$ cat src/rtl/nn_load_sequencer_pkg.sv
// Shared types and width helpers for the NN load sequencer.
// Imported by the address counter and the sequencer top.
package nn_pkg;

  typedef enum logic [2:0] {
    IDLE,
    LOAD_W,
    LOAD_X,
    RUN,
    DONE
  } nn_seq_state_t;

  localparam int MIN_W = 1;

  // Width of a counter over n values, never below one bit
  function automatic int clog2w(input int n);
    return (n > 1) ? $clog2(n) : MIN_W;
  endfunction

endpackage

$ cat src/rtl/nn_load_sequencer_if.sv
// Word stream handshake into the NN load sequencer.
// The master drives valid/data and the slave returns ready.
interface nn_load_sequencer_if #(
  parameter int BIT_SIZE = 8
);
  logic                s_valid;
  logic                s_ready;
  logic [BIT_SIZE-1:0] s_data;

  modport master (output s_valid, output s_data, input s_ready);
  modport slave  (input s_valid, input s_data, output s_ready);
endinterface

$ cat src/rtl/nn_load_sequencer_addr_counter.sv
// Two-level node/layer counter for the load phases.
// Wraps on exact terminal values; last flags the final slot.
module nn_addr_counter
  import nn_pkg::*;
#(
  parameter int SIZE  = 3,
  parameter int DEPTH = 2
) (
  input  logic                      clk,
  input  logic                      rst,
  input  logic                      inc,
  input  logic                      clr,
  output logic [clog2w(SIZE)-1:0]   node,
  output logic [clog2w(DEPTH)-1:0]  layer,
  output logic                      last
);
  localparam int NW = clog2w(SIZE);
  localparam int LW = clog2w(DEPTH);

  logic [NW-1:0] node_q, node_d;
  logic [LW-1:0] layer_q, layer_d;
  logic          node_end, layer_end;

  assign node_end  = node_q == NW'(SIZE - 1);
  assign layer_end = layer_q == LW'(DEPTH - 1);

  always_comb begin
    node_d  = node_q;
    layer_d = layer_q;
    if (clr) begin
      node_d  = '0;
      layer_d = '0;
    end else if (inc) begin
      if (node_end) begin
        node_d  = '0;
        layer_d = layer_end ? '0 : layer_q + LW'(1);
      end else begin
        node_d = node_q + NW'(1);
      end
    end
  end

  always_ff @(posedge clk or posedge rst) begin
    if (rst) begin
      node_q  <= '0;
      layer_q <= '0;
    end else begin
      node_q  <= node_d;
      layer_q <= layer_d;
    end
  end

  assign node  = node_q;
  assign layer = layer_q;
  assign last  = node_end && layer_end;
endmodule

$ cat src/rtl/nn_load_sequencer.sv
// Streams weights then inputs into the NN core, then runs
// the inference window and pulses done.
module nn_load_sequencer
  import nn_pkg::*;
#(
  parameter int LAYER_SIZE  = 3,
  parameter int LAYER_DEPTH = 2,
  parameter int BIT_SIZE    = 8,
  parameter int RUN_TAIL    = 2
) (
  input  logic                            clk,
  input  logic                            rst,
  input  logic                            start,
  input  logic                            load_weights,
  nn_load_sequencer_if.slave              s,
  output logic                            weight_write_enable,
  output logic                            input_write_enable,
  output logic                            input_select,
  output logic [clog2w(LAYER_DEPTH)-1:0]  addr_layer,
  output logic [clog2w(LAYER_SIZE)-1:0]   addr_node,
  output logic [BIT_SIZE-1:0]             data_in,
  output logic                            busy,
  output logic                            done
);
  localparam int AL      = clog2w(LAYER_DEPTH);
  localparam int AN      = clog2w(LAYER_SIZE);
  localparam int RUN_LEN = LAYER_SIZE * LAYER_DEPTH + RUN_TAIL;
  localparam int RW      = clog2w(RUN_LEN);

  nn_seq_state_t      state_q;
  logic               s_ready_q;
  logic               wwe_q, iwe_q, isel_q;
  logic               busy_q, done_q;
  logic [AL-1:0]      al_q;
  logic [AN-1:0]      an_q;
  logic [BIT_SIZE-1:0] data_q;
  logic [RW-1:0]      run_q;

  logic [AN-1:0] cnt_node;
  logic [AL-1:0] cnt_layer;
  logic          cnt_last;
  logic          acc, ld_w, ld_x, node_end;

  assign acc      = s.s_valid && s_ready_q;
  assign ld_w     = state_q == LOAD_W;
  assign ld_x     = (state_q == LOAD_X) && s_ready_q;
  assign node_end = cnt_node == AN'(LAYER_SIZE - 1);

  nn_addr_counter #(
    .SIZE  (LAYER_SIZE),
    .DEPTH (LAYER_DEPTH)
  ) u_cnt (
    .clk   (clk),
    .rst   (rst),
    .inc   (acc && (ld_w || ld_x)),
    .clr   (!(ld_w || ld_x)),
    .node  (cnt_node),
    .layer (cnt_layer),
    .last  (cnt_last)
  );

  // LOAD_X with ready low is the drain cycle of the last input write
  always_ff @(posedge clk or posedge rst) begin
    if (rst) begin
      state_q   <= IDLE;
      s_ready_q <= 1'b0;
      wwe_q     <= 1'b0;
      iwe_q     <= 1'b0;
      isel_q    <= 1'b0;
      busy_q    <= 1'b0;
      done_q    <= 1'b0;
      al_q      <= '0;
      an_q      <= '0;
      data_q    <= '0;
      run_q     <= '0;
    end else begin
      wwe_q  <= 1'b0;
      iwe_q  <= 1'b0;
      done_q <= 1'b0;
      unique case (state_q)
        IDLE: begin
          if (start) begin
            state_q   <= load_weights ? LOAD_W : LOAD_X;
            s_ready_q <= 1'b1;
            busy_q    <= 1'b1;
          end
        end
        LOAD_W: begin
          if (acc) begin
            wwe_q  <= 1'b1;
            data_q <= s.s_data;
            al_q   <= cnt_layer;
            an_q   <= cnt_node;
            if (cnt_last) state_q <= LOAD_X;
          end
        end
        LOAD_X: begin
          if (!s_ready_q) begin
            state_q <= RUN;
            isel_q  <= 1'b1;
            run_q   <= '0;
          end else if (acc) begin
            iwe_q  <= 1'b1;
            data_q <= s.s_data;
            al_q   <= '0;
            an_q   <= cnt_node;
            if (node_end) s_ready_q <= 1'b0;
          end
        end
        RUN: begin
          run_q  <= run_q + RW'(1);
          isel_q <= (int'(run_q) + 1) < LAYER_SIZE;
          if (run_q == RW'(RUN_LEN - 1)) begin
            state_q <= DONE;
            done_q  <= 1'b1;
            isel_q  <= 1'b0;
          end
        end
        DONE: begin
          state_q <= IDLE;
          busy_q  <= 1'b0;
        end
        default: state_q <= IDLE;
      endcase
    end
  end

  assign s.s_ready           = s_ready_q;
  assign weight_write_enable = wwe_q;
  assign input_write_enable  = iwe_q;
  assign input_select        = isel_q;
  assign addr_layer          = al_q;
  assign addr_node           = an_q;
  assign data_in             = data_q;
  assign busy                = busy_q;
  assign done                = done_q;
endmodule

$ cat src/flat_wrapper.sv
// flat-port wrapper written by rule: the top's interface ports become plain ports
module nn_load_sequencer_flat import nn_pkg::*;
#(
  parameter int LAYER_SIZE  = 3,
  parameter int LAYER_DEPTH = 2,
  parameter int BIT_SIZE    = 8,
  parameter int RUN_TAIL    = 2
)
  (clk, rst, start, load_weights, weight_write_enable, input_write_enable, input_select, addr_layer, addr_node, data_in, busy, done, s_s_valid, s_s_data, s_s_ready);
  nn_load_sequencer_if #(.BIT_SIZE(BIT_SIZE)) s_i ();
  input  logic clk;
  input  logic rst;
  input  logic start;
  input  logic load_weights;
  output logic weight_write_enable;
  output logic input_write_enable;
  output logic input_select;
  output logic [clog2w(LAYER_DEPTH)-1:0] addr_layer;
  output logic [clog2w(LAYER_SIZE)-1:0] addr_node;
  output logic [BIT_SIZE-1:0] data_in;
  output logic busy;
  output logic done;
  input wire logic [$bits(s_i.s_valid)-1:0] s_s_valid;
  input wire logic [$bits(s_i.s_data)-1:0] s_s_data;
  output wire logic [$bits(s_i.s_ready)-1:0] s_s_ready;
  assign s_i.s_valid = s_s_valid;
  assign s_i.s_data = s_s_data;
  assign s_s_ready = s_i.s_ready;
  nn_load_sequencer #(.LAYER_SIZE(LAYER_SIZE), .LAYER_DEPTH(LAYER_DEPTH), .BIT_SIZE(BIT_SIZE), .RUN_TAIL(RUN_TAIL)) u_core (.clk(clk), .rst(rst), .start(start), .load_weights(load_weights), .s(s_i), .weight_write_enable(weight_write_enable), .input_write_enable(input_write_enable), .input_select(input_select), .addr_layer(addr_layer), .addr_node(addr_node), .data_in(data_in), .busy(busy), .done(done));
endmodule
$ cat config.mk
export PLATFORM = sky130hd
export DESIGN_NAME = nn_load_sequencer_flat
export DESIGN_NICKNAME = d
export VERILOG_FILES = /design/src/rtl/nn_load_sequencer_pkg.sv /design/src/rtl/nn_load_sequencer_if.sv /design/src/rtl/nn_load_sequencer_addr_counter.sv /design/src/rtl/nn_load_sequencer.sv /design/src/flat_wrapper.sv
export SDC_FILE = /design/constraint.sdc
export NUM_CORES = 1
export LEC_CHECK = 0
export ABC_AREA = 1
export CAP_MARGIN = 0
export CORE_UTILIZATION = 49
export CTS_BUF_LIST = sky130_fd_sc_hd__clkbuf_4
export CTS_CLUSTER_SIZE = 20
export DETAILED_ROUTE_END_ITERATION = 8
export GPL_TIMING_DRIVEN = 0
export HOLD_SLACK_MARGIN = 0.12
export PLACE_DENSITY = 0.79
export SLEW_MARGIN = 10
export SYNTH_ARGS = -nofsm -noshare
export SYNTH_HDL_FRONTEND = slang
export SYNTH_SLANG_ARGS = --single-unit
$ cat constraint.sdc
create_clock -name clk -period 2.75 [get_ports clk]
set_input_delay 0.55 -clock clk [delete_from_list [all_inputs] [get_ports clk]]
set_output_delay 0.55 -clock clk [all_outputs]
set_load 0.01 [all_outputs]
==> out/summary.md, run 1 <==
The run finished with clean final reports. The first global-routing pass estimated 3840 µm of wire. Startpoint type of the worst setup path: a register. The final weighted congestion in routability-driven placement was 0.744; the maximum number of pins on one net before global-route repair was 27. Startpoint of the most critical hold path: u_core.addr_node[1]. For this run, design rule violations remaining after detail routing come to 0. For the total number of nets in the final design, the log shows 196. Slowest stage cell on the critical path: sky130_fd_sc_hd__clkdlybuf4s50_1. For this run, the register share of the synthesized area comes to 50.9%. The maximum level of the CTS H-tree was 1; the DRC violation total after the first TritonRoute iteration was 14. The worst-case register-to-register setup slack was 1.38 ns; the clock period minus worst slack was 1.96 ns.

Counting every net in the synthesized netlist gives 162. The count of buffers inserted at the top-level ports came out at 29. STA classifies the critical path endpoint as a primary output. Number of flip-flops and latches in the synthesized netlist: 26. Clock tree synthesis inserted a total of 3 buffers. At the pin with the least slew margin, the transition time is 0.950 ns. The ratio of total power to cell area came out at 1030 nW/µm². Across the whole layout, storage elements account for 651 µm².

The required time of the critical path is 2.20 ns, and the mean area per synthesized cell is 8.75 µm². Synthesis produced a netlist whose cell count is 146. The floorplan has 18 rows.

The total via count in the routed design was 1,062; the maximum net fanout on the critical path was 5. Setup total negative slack on the finished layout was measured at 0 ns. The logs give 19.2% for the overall track demand over capacity in global routing and 0 for the post-CTS repair timing setup buffer count. In this run the vertical extent of the chip is 53.1 µm.

The clock transition at the registers of the reported paths came out at 0.15 ns. Measured in cells, the most critical reg-to-reg path has a length of 7. Setup repair after global routing left no endpoint under its margin. After detailed routing, the average wire length per cell comes to 11.7 µm. The via count of the first global-routing pass is 930. The initial utilization of the core area, before any placement, comes to 51.6%.

Across the run, the number of max-cap violations was 0. The count of buffer and inverter cells on the critical path came out at 1. The max-slew violation total from the final report was 0; the number of nets still failing antenna checks after routing was 0. The remaining global-route overflow is 0.

The worst pin sits at a relative slew slack of 36.6%. The run gives 0 as the hold violation total from the final report. In this run the worst hold path is classified as register to register.

From left edge to right edge, the die measures 53.1 µm. The clock net in this run drives a total of 26 sinks. The total core area was 2480 µm²; the overall power of the completed layout was 1.71 mW.

0 antenna diodes ended up in the layout. The run gives 0 as the number of antenna violations at the first check in global routing. The unique cell type count in the Yosys netlist was 24.

Via-per-instance ratio: 5.08. The tools report the destination of the worst hold path as u_core.addr_node[1]. In this run the static leakage power is 0.827 nW. For this run, the detailed router's first-pass iteration total came to 4. VDD sags by at most 683 µV.

The worst hold path cell count works out to 2. The startpoint identified for the worst register-to-register timing path is u_core.run_q[1]. In this run the cell area of the synthesized design comes to 1280 µm². The setup clock skew after layout is 0.0104 ns. The signal on the critical path passes through clkdlybuf4s50_1.

Derived from the worst setup path, the maximum achievable clock frequency is 511 MHz. The tools report the post-cts hold buffer count as 0. Multi-input gate area in the final layout: 522 µm². TritonCTS built the clock tree. The critical path is of the register to primary output type. The cell family with the largest share of critical-path delay is buffers and inverters. The worst-skew pair later-pin latency is 0.33 ns, and the ratio of final minimum period to clock period is 71.2%. After detailed routing, the total wire length is 2440 µm. The area growth from synthesis to layout works out to 29.8%. The highest cell delay on the worst timing path works out to 0.59 ns. Cell chosen for the clock root: sky130_fd_sc_hd__clkbuf_4.

Setup violations remaining at the end of the flow were counted as 0. The die covers 2820 µm². After legalization and detailed placement, the total HPWL measured 1890 µm.

The data arrival time of the worst path was 1.41 ns; the number of top-level pins was 30. The post-cts sizing count is 0, and the worst-case clock buffer depth is 2. Fill cells in the final layout number 205. The proportion of layout cells with a drive suffix above 1 is 14.0%.

The number of warnings printed during yosys synthesis is 0. End of the worst register-to-register path: u_core.state_q[0].
-- layout make-up --
class                           instances  area share [%]
Sequential cell                        26            39.2
Multi-Input combinational cell         97            31.5
Timing Repair Buffer                   29            17.5
Inverter                               22            5.13
Tap cell                               30            2.26
Clock inverter                          1            1.81
Clock buffer                            3            1.36
Buffer                                  1            1.21
-- Yosys cell counts --
| cell type | count | area share [%] |
|---|---|---|
| sky130_fd_sc_hd__a21oi_1 | 1 | 0.39 |
| sky130_fd_sc_hd__buf_12 | 1 | 1.6 |
| sky130_fd_sc_hd__dfrtp_1 | 26 | 51 |
| sky130_fd_sc_hd__ha_1 | 3 | 2.9 |
| sky130_fd_sc_hd__inv_1 | 17 | 5.0 |
| sky130_fd_sc_hd__inv_2 | 4 | 1.2 |
| sky130_fd_sc_hd__inv_4 | 1 | 0.49 |
| sky130_fd_sc_hd__nand2_1 | 46 | 14 |
| sky130_fd_sc_hd__nand2_2 | 4 | 2.0 |
| sky130_fd_sc_hd__nand2_4 | 2 | 1.8 |
| sky130_fd_sc_hd__nand3_1 | 9 | 3.5 |
| sky130_fd_sc_hd__nand3_2 | 2 | 1.6 |
| sky130_fd_sc_hd__nand3_4 | 1 | 1.4 |
| sky130_fd_sc_hd__nand4_1 | 2 | 0.98 |
| sky130_fd_sc_hd__nor2_1 | 13 | 3.8 |
| sky130_fd_sc_hd__nor2_4 | 1 | 0.88 |
| sky130_fd_sc_hd__nor3_2 | 1 | 0.78 |
| sky130_fd_sc_hd__nor3b_2 | 1 | 0.98 |
| sky130_fd_sc_hd__o21ai_0 | 5 | 2.0 |
| sky130_fd_sc_hd__o21ai_2 | 2 | 1.4 |
| sky130_fd_sc_hd__o21ai_4 | 1 | 1.3 |
| sky130_fd_sc_hd__o21bai_1 | 1 | 0.59 |
| sky130_fd_sc_hd__o22ai_1 | 1 | 0.49 |
| sky130_fd_sc_hd__o2bb2ai_1 | 1 | 0.69 |
-- power by group --
part           leakage, nW  switching [mW]  internal [mW]
Sequential           0.326           0.108          0.518
Combinational        0.473           0.448          0.376
Clock               0.0279           0.115          0.147
Total                0.827           0.671           1.04
-- kinds of logic after synthesis --
kind of cell             count (synthesis)  share of synthesized area, %
AO/OA/AOI/OAI                           12                          6.76
adder cells (fa/ha/maj)                  3                          2.94
buffers and inverters                   23                          8.23
flip-flops                              26                          50.9
AND/OR/NAND/NOR                         82                          31.1
-- layer usage --
metal  track usage (%)  up-vias  part of all wire [%]
met2              29.7       20                    50
met5                 0        -                     0
met1              25.1      508                    44
li1                  -      524                     -
met3              2.59       10                   2.5
met4              12.3        0                   3.2
-- layout by cell type, fill, tap and decap left out, drive strengths merged --
master         count
nand2             52
clkdlybuf4s50     29
dfrtp             26
inv               22
nor2              14
nand3             12
o21ai              8
ha                 3
clkbuf             3
nand4              2
nor3               1
nor3b              1
o22ai              1
buf                1
o2bb2ai            1
a21oi              1
o21bai             1
bufinv             1
-- state kept, by name, summed over array words and instances, names as in the netlist --
register and flops:
u_core.busy 1, u_core.u_cnt.node 2, u_core.done 1, u_core.input_select 1, u_core.data_in 8, u_core.s.s_ready 1
u_core.addr_layer 1, u_core.input_write_enable 1, u_core.state_q 3, u_core.run_q 3, u_core.addr_node 2, u_core.weight_write_enable 1
u_core.u_cnt.layer 1
-- worst max-delay path by stage --
stage	from	slack [ns]	depth (start not counted)	to
after CTS	u_core.s.s_ready	0.78	1	s_s_ready
final	u_core.s.s_ready	0.79	1	s_s_ready
after floorplan	u_core.run_q[1]	1.52	8	u_core.state_q[0]
after detailed placement	rst	0.96	2	u_core.data_in[5]
after global placement	rst	1.00	2	u_core.busy
after global routing	u_core.s.s_ready	0.75	1	s_s_ready
-- worst reg2reg max path, stage by stage, from the launching register on --
cell	delay [ns]
sky130_fd_sc_hd__dfrtp_1	0.42
sky130_fd_sc_hd__ha_1	0.17
sky130_fd_sc_hd__ha_1	0.16
sky130_fd_sc_hd__inv_1	0.08
sky130_fd_sc_hd__nand2_2	0.09
sky130_fd_sc_hd__nand3_1	0.10
sky130_fd_sc_hd__o21bai_1	0.19
sky130_fd_sc_hd__nand2_1	0.07
-- through the flow --
| stage | worst slack, ns | utilization [%] | instance area (µm²) | std cells | hold WS, ns |
|---|---|---|---|---|---|
| floorplan | 1.52 | - | 1280 | 146 | 0.464 |
| global placement | 1.00 | 64.8 | 1610 | 205 | 0.460 |
| detailed placement | 0.956 | 64.8 | 1610 | 205 | 0.469 |
| CTS | 0.782 | 66.9 | 1660 | 209 | 0.504 |
| global route | 0.745 | 66.9 | 1660 | 209 | 0.521 |
| finish | 0.793 | 66.9 | 1660 | 209 | 0.500 |
No activity file was read; power rests on OpenSTA's default activity.
==> run 2: changes to the inputs <==
- CORE_UTILIZATION: 49 -> 46
- PLACE_DENSITY: 0.79 -> 0.78
- clock period: 2.75 -> 1.63 ns (I/O delays scaled with it)
==> run 2 against run 1 <==
Critical path depth unchanged. Sequential power up 66%. Global-route usage decreased by 0.46 points. Sequential share of layout area is 0.37 points higher. Wire length is 0.98% higher. First-iteration DRC count grew 64%. Combinational power is 69% higher. Total power up 58%. Hold slack worse by 0.0072 ns. Core utilization is 2.3 points lower. Flip-flop and latch count unchanged. Critical endpoint unchanged.
==> out/summary.md, run 2 (synthesized netlist as in run 1, its figures left out) <==
The flow ran to the end, and the final reports show no timing, DRC or antenna violations. The tools report the final wirelength as 2470 µm (+0.98%). The number of antenna violations at the first check in global routing is 0 (unchanged). The cell chosen for the clock root was sky130_fd_sc_hd__clkbuf_4. Setup repair after global routing left no endpoint under its margin. The proportion of layout cells with a drive suffix above 1 is 14.4% (+0.48 points), and the post-cts hold buffer count is 0 (unchanged).

The maximum number of pins on one net before global-route repair is 27 (unchanged), and the number of diodes is 0 (unchanged). The tools report the relative slew slack as 35.5% (-1.1 points). For the finished layout, the period the worst path requires is 1.56 ns. Maximum net fanout on the critical path: 2 (-3). The min-delay analysis places its worst path in the category register to register. The total leakage power was 0.842 nW (+1.8%). For the worst-case setup margin in the final layout, the log shows 0.0710 ns (-0.722 ns). The via-per-instance ratio was 5.00 (-1.6%); the setup clock skew after layout was 0.00950 ns (-0.000906 ns).

Startpoint type of the worst setup path: a register. The maximum level of the CTS H-tree was 1 (unchanged); the via count of the first global-routing pass was 923 (-0.75%). The highest cell delay on the worst timing path is 0.53 ns (-0.06 ns), and the overall track demand over capacity in global routing is 18.8% (-0.46 points). Compared with the post-synthesis result, the final layout area differs by 28.8%.

For the number of optimization iterations in the first detailed-route pass, the log shows 4 (unchanged). The data arrival time of the worst path was 1.23 ns (-0.18 ns). The number of standard cells in the layout, taps in and fillers out is 210 (+0.48%).

For the number of endpoints failing setup at the final stage, the log shows 0 (unchanged). For the number of nets still failing antenna checks after routing, the log shows 0 (unchanged). The run gives 50.2% (-1.4 points) as the initial standard-cell utilization of the core. The run gives 2 (unchanged) as the worst-case clock buffer depth. The slowest stage cell on the critical path is sky130_fd_sc_hd__clkdlybuf4s50_1. The cell family with the largest share of critical-path delay was buffers and inverters. The run gives 2990 µm² (+6.3%) as the die outline area. Vertical die dimension: 54.7 µm (+3.1%). The ratio of total power to cell area was 1640 nW/µm² (+59%).

The transition time of the tightest slew-check pin was 0.966 ns (+0.0163 ns). The type of the setup path with the least slack is register to primary output. The tools report the total negative setup slack as 0 ns (unchanged).

Based on the critical path, the design can be clocked at up to 641 MHz. The logs give 30 (unchanged) for the number of top-level pins and 23 (+9) for the DRC violation total after the first TritonRoute iteration. For the total number of nets in the final design, the log shows 197 (+0.51%). The run gives 0.31 ns (-0.02 ns) as the worst-skew pair later-pin latency. The most common library cell in the layout ignoring fill and taps was sky130_fd_sc_hd__nand2_1.

For the final core area utilization, the log shows 64.7% (-2.3 points). The wire length per cell after detailed routing was 11.7 µm (+0.50%). The kind of capture point of the worst setup path was a primary output.

The signal on the critical path passes through clkdlybuf4s50_1. The max-slew violation total from the final report is 0 (unchanged), and the half-perimeter wire length of the detailed placement result is 1860 µm (-1.8%). In the layout the commonest cells are sky130_fd_sc_hd__nand2_1 (46), sky130_fd_sc_hd__clkdlybuf4s50_1 (27), sky130_fd_sc_hd__dfrtp_1 (25). The number of flip-flops in the largest register came out at 8 (unchanged).

The number of instances in the placed design was 205 (unchanged). TritonCTS built the clock tree. The run gives 18 (unchanged) as the number of placement rows. For the overall power of the completed layout, the log shows 2.70 mW (+58%). The worst slack after detailed placement was 0.0916 ns (-0.865 ns). The logs give 1,050 (-1.1%) for the total via count in the routed design and 0 (unchanged) for the number of design rule violations left after detail routing. The count of buffer and inverter cells on the critical path is 1 (unchanged).

The count of filler cells inserted in the layout was 225 (+9.8%); the hold violation total from the final report was 0 (unchanged). Count of buffers inserted at the top-level ports: 29 (unchanged). Remaining global-route overflow: 0 (unchanged). The logs give 957 µV (+40%) for the worst voltage drop across the vdd grid and 2540 µm² (+2.7%) for the total core area. The final critical path takes up 95.6% of the cycle.

The number of sinks driven by the clock tree came out at 26 (unchanged). Number of violations of the max-capacitance limit: 0 (unchanged). The die width is 54.7 µm (+3.1%), and the required time of the critical path is 1.30 ns (-0.90 ns). The clock transition at the registers of the reported paths is 0.14 ns (about the same), and the clock buffer count from CTS is 3 (unchanged). The final weighted congestion in routability-driven placement is 0.794 (+6.8%). The global-route wire length before repair came out at 3930 µm (+2.3%).
==> run 2: final cells by class <==
cell class | instances | area, µm² | share of cell area, %
clock inverter | 1 | 3.75 | 0.228
timing repair buffer | 30 | 303 | 18.4
sequential | 26 | 652 | 39.6
multi-input combinational | 97 | 522 | 31.7
inverter | 22 | 85.1 | 5.17
tap | 30 | 37.5 | 2.28
clock buffer | 3 | 22.5 | 1.37
buffer | 1 | 20.0 | 1.22
==> run 2: metrics by stage <==
| step | cell area [µm²] | hold WS [ns] |
|---|---|---|
| 2_1_floorplan | 1280 | 0.366 |
| 3_3_place_gp | 1610 | 0.459 |
| 3_5_place_dp | 1610 | 0.468 |
| 4_1_cts | 1640 | 0.500 |
| 5_1_grt | 1650 | 0.515 |
| 6_report | 1650 | 0.493 |
==> run 2: final timing paths <==
kind                       cells after the start  slack [ns]             endpoint         startpoint
max                                            1        0.07            s_s_ready   u_core.s.s_ready
min                                            2        0.49    u_core.data_in[3]  u_core.data_in[3]
max reg2reg                                    8        0.26    u_core.state_q[1]    u_core.run_q[1]
min reg2reg                                    2        0.49    u_core.data_in[3]  u_core.data_in[3]
max in group asynchronous                      2        0.46     u_core.s.s_ready                rst
min in group asynchronous                      2        0.53  u_core.input_select                rst
==> run 2: what timing repair did <==
item,in CTS,in global routing
pin swaps,0,0
hold endpoints to repair,0,0
setup endpoints to repair,1,2
resized for setup,1,2
buffers inserted,1,0
==> run 2: report_power, final <==
part           switching, mW  internal (mW)  leakage [nW]  total (mW)
combinational          0.761          0.631         0.501        1.39
sequential             0.168          0.875         0.326        1.04
clock                  0.179         0.0895        0.0154       0.269
total                   1.11           1.60         0.842        2.70
==> run 2: worst min-delay path: stages, from the launching register on <==
cell and delay (ns):
sky130_fd_sc_hd__dfrtp_1 0.36, sky130_fd_sc_hd__nand2_1 0.05, sky130_fd_sc_hd__nand2_1 0.06
==> run 2: routing by layer <==
metal,track usage (%),up-vias,wire length [µm]
met3,3.33,2,81
met2,30.9,26,1240
met4,7.69,0,19
met1,24.0,497,1130
li1,-,525,-
met5,0,-,0
